**src/rtl/shared_reg_arb_pkg.sv**
```systemverilog
// Shared definitions for the round-robin shared-register arbiter:
// state encoding, index-width helper and one-hot helper.
package shared_reg_arb_pkg;

  typedef enum logic {
    IDLE   = 1'b0,
    LOCKED = 1'b1
  } arb_state_t;

  localparam int MAX_REQ   = 16;
  localparam int MAX_IDX_W = 4;

  function automatic int idx_w(input int n_req);
    return (n_req > 1) ? $clog2(n_req) : 1;
  endfunction

  function automatic logic [MAX_REQ-1:0] onehot(input logic [MAX_IDX_W-1:0] idx);
    return MAX_REQ'(1) << idx;
  endfunction

endpackage

```
**src/rtl/shared_reg_arbiter_rr_pick.sv**
```systemverilog
// Combinational round-robin picker: first set request at or above ptr,
// wrapping past the top index back to zero.
module rr_pick import shared_reg_arb_pkg::*; #(
  parameter int N_REQ = 4,
  parameter int IDX_W = idx_w(N_REQ)
) (
  input  logic [N_REQ-1:0] req,
  input  logic [IDX_W-1:0] ptr,
  output logic             any,
  output logic [IDX_W-1:0] winner
);

  int slot;

  always_comb begin
    any    = 1'b0;
    winner = '0;
    slot   = 0;
    for (int i = 0; i < N_REQ; i++) begin
      slot = int'(ptr) + i;
      if (slot >= N_REQ) slot = slot - N_REQ;
      if (!any && req[slot]) begin
        any    = 1'b1;
        winner = IDX_W'(slot);
      end
    end
  end

endmodule

```
**src/rtl/shared_reg_arbiter.sv**
```systemverilog
// Round-robin arbiter owning one shared DATA_W register, with per-requester lock.
// Optional forced lock release after MAX_LOCK grants: define ARB_TIMEOUT_EN.
module shared_reg_arbiter import shared_reg_arb_pkg::*; #(
  parameter int N_REQ    = 4,
  parameter int DATA_W   = 8,
  parameter int MAX_LOCK = 8
) (
  input  logic                       clk,
  input  logic                       rst,
  input  logic [N_REQ-1:0]           req,
  input  logic [N_REQ-1:0]           lock,
  input  logic [N_REQ*DATA_W-1:0]    wdata,
  output logic [N_REQ-1:0]           gnt,
  output logic [idx_w(N_REQ)-1:0]    owner,
  output logic [DATA_W-1:0]          q,
  output logic                       q_valid,
  output logic                       busy,
  output logic                       timeout
);

  localparam int IDX_W = idx_w(N_REQ);

  if (N_REQ < 2 || N_REQ > MAX_REQ || MAX_LOCK < 1) begin : g_bad_params
    $error("shared_reg_arbiter: unsupported N_REQ/MAX_LOCK");
  end

  arb_state_t        state;
  logic [IDX_W-1:0]  ptr;
  logic              any;
  logic [IDX_W-1:0]  winner;
  logic              hold;
  logic [DATA_W-1:0] win_data;
  logic [DATA_W-1:0] own_data;

  function automatic logic [IDX_W-1:0] next_idx(input logic [IDX_W-1:0] idx);
    return (idx == IDX_W'(N_REQ - 1)) ? '0 : idx + 1'b1;
  endfunction

  rr_pick #(.N_REQ(N_REQ), .IDX_W(IDX_W)) u_pick (
    .req    (req),
    .ptr    (ptr),
    .any    (any),
    .winner (winner)
  );

  assign win_data = wdata[winner*DATA_W +: DATA_W];
  assign own_data = wdata[owner*DATA_W +: DATA_W];

`ifdef ARB_TIMEOUT_EN
  localparam int CNT_W = $clog2(MAX_LOCK + 1);
  logic [CNT_W-1:0] lock_cnt;
  logic             expired;
  // lock_cnt counts grants already given in this lock, including the entry grant
  assign expired = (lock_cnt == CNT_W'(MAX_LOCK));
  assign hold    = req[owner] & lock[owner] & ~expired;
`else
  assign hold    = req[owner] & lock[owner];
  assign timeout = 1'b0;
`endif

  always_ff @(posedge clk or posedge rst) begin
    if (rst) begin
      state   <= IDLE;
      ptr     <= '0;
      gnt     <= '0;
      owner   <= '0;
      q       <= '0;
      q_valid <= 1'b0;
      busy    <= 1'b0;
`ifdef ARB_TIMEOUT_EN
      lock_cnt <= '0;
      timeout  <= 1'b0;
`endif
    end else begin
`ifdef ARB_TIMEOUT_EN
      timeout <= 1'b0;
`endif
      case (state)
        IDLE: begin
          if (any) begin
            q       <= win_data;
            gnt     <= N_REQ'(onehot(MAX_IDX_W'(winner)));
            owner   <= winner;
            q_valid <= 1'b1;
            if (lock[winner]) begin
              state <= LOCKED;
              busy  <= 1'b1;
`ifdef ARB_TIMEOUT_EN
              lock_cnt <= CNT_W'(1);
`endif
            end else begin
              ptr <= next_idx(winner);
            end
          end else begin
            gnt <= '0;
          end
        end
        LOCKED: begin
          if (hold) begin
            q   <= own_data;
            gnt <= N_REQ'(onehot(MAX_IDX_W'(owner)));
`ifdef ARB_TIMEOUT_EN
            lock_cnt <= lock_cnt + 1'b1;
`endif
          end else begin
            // release edge writes nothing, so arbitration restarts one cycle later
            gnt   <= '0;
            busy  <= 1'b0;
            ptr   <= next_idx(owner);
            state <= IDLE;
`ifdef ARB_TIMEOUT_EN
            timeout  <= req[owner] & lock[owner];
            lock_cnt <= '0;
`endif
          end
        end
        default: state <= IDLE;
      endcase
    end
  end

endmodule

```
**config.mk**
```make
export PLATFORM = sky130hd
export DESIGN_NAME = shared_reg_arbiter
export DESIGN_NICKNAME = d
export VERILOG_FILES = /design/src/rtl/shared_reg_arb_pkg.sv /design/src/rtl/shared_reg_arbiter_rr_pick.sv /design/src/rtl/shared_reg_arbiter.sv
export SDC_FILE = /design/constraint.sdc
export NUM_CORES = 1
export LEC_CHECK = 0
export BUFFER_PORTS_ARGS = -buffer_cell sky130_fd_sc_hd__buf_4
export CAP_MARGIN = 20
export CORE_AREA = 2 2 62 64
export DETAILED_ROUTE_END_ITERATION = 16
export DIE_AREA = 0 0 64 66
export PLACE_DENSITY = 0.7
export SYNTH_ARGS = -nofsm -noshare
export SYNTH_HDL_FRONTEND = slang
export SYNTH_HIERARCHICAL = 1
export SYNTH_SLANG_ARGS = --single-unit
```
**constraint.sdc**
```tcl
create_clock -name clk -period 3.7 [get_ports clk]
set_input_delay 0.74 -clock clk [delete_from_list [all_inputs] [get_ports clk]]
set_output_delay 0.74 -clock clk [all_outputs]
set_load 0.01 [all_outputs]
```
==> qor.txt <==
Max Freq = 377 MHz
R2R cell count = 7
hold_sp = q_valid$_DFFE_PP0P_
die width = 64 um
setup TNS = 0 ps
clock-pin slew on the worst setup and hold paths = 100 ps
nets@finish = 208
Cells after DPL = 201
Layout area overhead = 39.4%
TritonCTS buffer count = 3
initial detailed-routing violation count = 30
Routed WL = 2990 um
Setup WS post-layout = 1050 ps
placed cell areas = 1710 sq um
Slew Limit Fails = 0
Post-synth EDFFs = 0
Initial Utilization = 35.1%
clock skew = 0.914 ps
root buffer cell = clkbuf_4
Worst Path Arrival = 2840 ps
max cap viols = 0
max_slew headroom = 40.5%
area leader, netlist = dfrtp_1
Least-Margin Pin Slew = 868 ps
Core Area = 3550 sq um
Pleak = 0.000832 uW
vias in the first global route = 1,106
Worst-Skew Late Latency = 290 ps
H-Tree Depth = 1
Final Hold Vio Count = 0
Vert. Die Dim = 66 um
Overflow after GRT = 0
min-delay worst type = flip-flop to flip-flop
post-CTS setup buffer count = 0
Yosys warnings = 6
Vias/cell = 5.03
syn_area_per_cell = 12.6 sq um
Final Non-Filler Cells = 205
VDD IR max = 279 uV
Netlist cell types = 31
post-route minimum period = 2650 ps
crit-path max FO = 7
Bufs on Longest Clock Path = 2
RR Startpoint = ptr[0]$_DFFE_PP0P_
Seq/Total Area, Yosys = 38.1%
Yosys top cell area share = 38.1%
Syn Nets = 149
WHS Endpoint = q_valid$_DFFE_PP0P_
kind of critical path = input pin to flip-flop
status = complete, no violations
wire per inst = 14.6 um
async set-reset flop share out of synthesis = 100%
initial antenna violation count = 0
Critical Path RT = 3890 ps
Synth Cell Area = 1250 sq um
die area = 4220 sq um
total clock sinks = 19
cell count after synthesis = 99
cts hold-fix bufs = 0
hold path depth = 1
R2R Path End = ptr[1]$_DFFE_PP0P_
# IOs = 59
Crit. End Element = flip-flop
via count = 1,031
R2R Setup Slk = 1200 ps
largest net degree at the start of global routing = 20
fraction of layout cells with a size suffix above 1 = 55.4%
DR DRC count = 0
Post-CTS Resized = 0
element type at the critical path start = input pin
number of setup violations in the final report = 0
FF+latch count, synth = 19
Power Total = 1290 uW
PD cells = 742 nW/um^2
top cells by area, synth = dfrtp_1, mux4_2, mux2_2
row count = 22
port bufs = 57
GRT Util Overall = 15.8%
Pre-antenna DRT Iters = 4
routability cong. = 0.832
hpwl dp = 2470 um
post-route ant nets = 0
Most used DFF post-synth = dfrtp_1
RSZ-0062 raised after global routing = false
total inserted antenna cells = 0
first-pass GRT wire length = 5100 um
final-layout fill cell count = 326
CTS tree = done
Final Instance Area = 1740 sq um
Setup WS pre-CTS = 703 ps
fin crit share = 71.7%
sequential cells by signal, indices dropped and copies added (netlist names):
register  count
gnt           4
owner         2
busy          1
q_valid       1
state         1
q             8
ptr           2
metal layers:
metal	global-route usage [%]	part of all wire (%)
met5	0	0
met4	6.79	1.4
met3	3.41	6.9
met2	28.1	52
met1	18.2	40
layout by cell type, fill, tap and decap left out, types with 3 or more instances in the layout:
| cell type | n |
|---|---|
| mux2_2 | 11 |
| dfrtp_1 | 19 |
| mux4_2 | 9 |
| o21ai_0 | 3 |
| inv_1 | 11 |
| a21oi_1 | 5 |
| ha_1 | 8 |
| clkbuf_4 | 3 |
| nor2_1 | 3 |
| buf_4 | 57 |
| a22o_1 | 4 |
per-stage QoR:
| stage | hold slack, ps | util, % |
|---|---|---|
| after floorplan | 512 | - |
| after global placement | 454 | 48.2 |
| after detailed placement | 464 | 48.2 |
| after CTS | 489 | 49.0 |
| after global routing | 525 | 49.0 |
| final | 489 | 49.0 |
cell usage after synthesis, types with 2 or more instances:
master and count:
nand4b_1 2, a22o_1 4, mux4_2 9, a21oi_1 5, ha_1 8, mux2_2 11
inv_1 11, mux2i_4 2, o21ai_0 3, nand2_1 2, nand4_1 2, nor2_1 3
dfrtp_1 19
worst max-delay path by stage:
stage                       from                  to  slack [ps]  depth (start not counted)
after floorplan           req[1]  ptr[0]$_DFFE_PP0P_        1010                          7
after global placement    req[1]    q[4]$_DFFE_PP0P_         740                          7
after detailed placement  req[1]    q[7]$_DFFE_PP0P_         700                          7
after CTS                 req[1]    q[7]$_DFFE_PP0P_        1030                          7
after global routing      req[1]    q[4]$_DFFE_PP0P_         870                          7
final                     req[1]  ptr[1]$_DFFE_PP0P_        1050                          8
power breakdown:
part	switching, uW	total [uW]	internal [uW]
clock network	60.8	103	41.9
registers	93.3	401	307
logic	329	787	458
final cells by class:
| type | instances | area, sq um | area share (%) |
|---|---|---|---|
| Clock buffer | 4 | 26.3 | 1.51 |
| Inverter | 12 | 45.0 | 2.59 |
| Multi-Input combinational cell | 65 | 704 | 40.5 |
| Sequential cell | 19 | 475 | 27.3 |
| Tap cell | 48 | 60.1 | 3.45 |
| Timing Repair Buffer | 57 | 428 | 24.6 |
worst max-delay path: stages:
cell and delay, ps:
buf_4 100, inv_1 50, a221o_1 330, a21oi_1 550, mux4_2 620, inv_1 70
a2bb2oi_1 80, mux2_2 290
logic make-up (layout without fill, tap and decap cells):
group / after synthesis / count (layout) / share of synthesized area, %
simple gates: 16 / 16 / 8.13
fa+ha+maj: 8 / 8 / 8.02
flops: 19 / 19 / 38.1
buf+inv: 15 / 73 / 5.42
mux: 23 / 23 / 30.6
compound gates: 17 / 17 / 9.43
other cells: 1 / 1 / 0.301
Power figures use the tool's default switching activity.
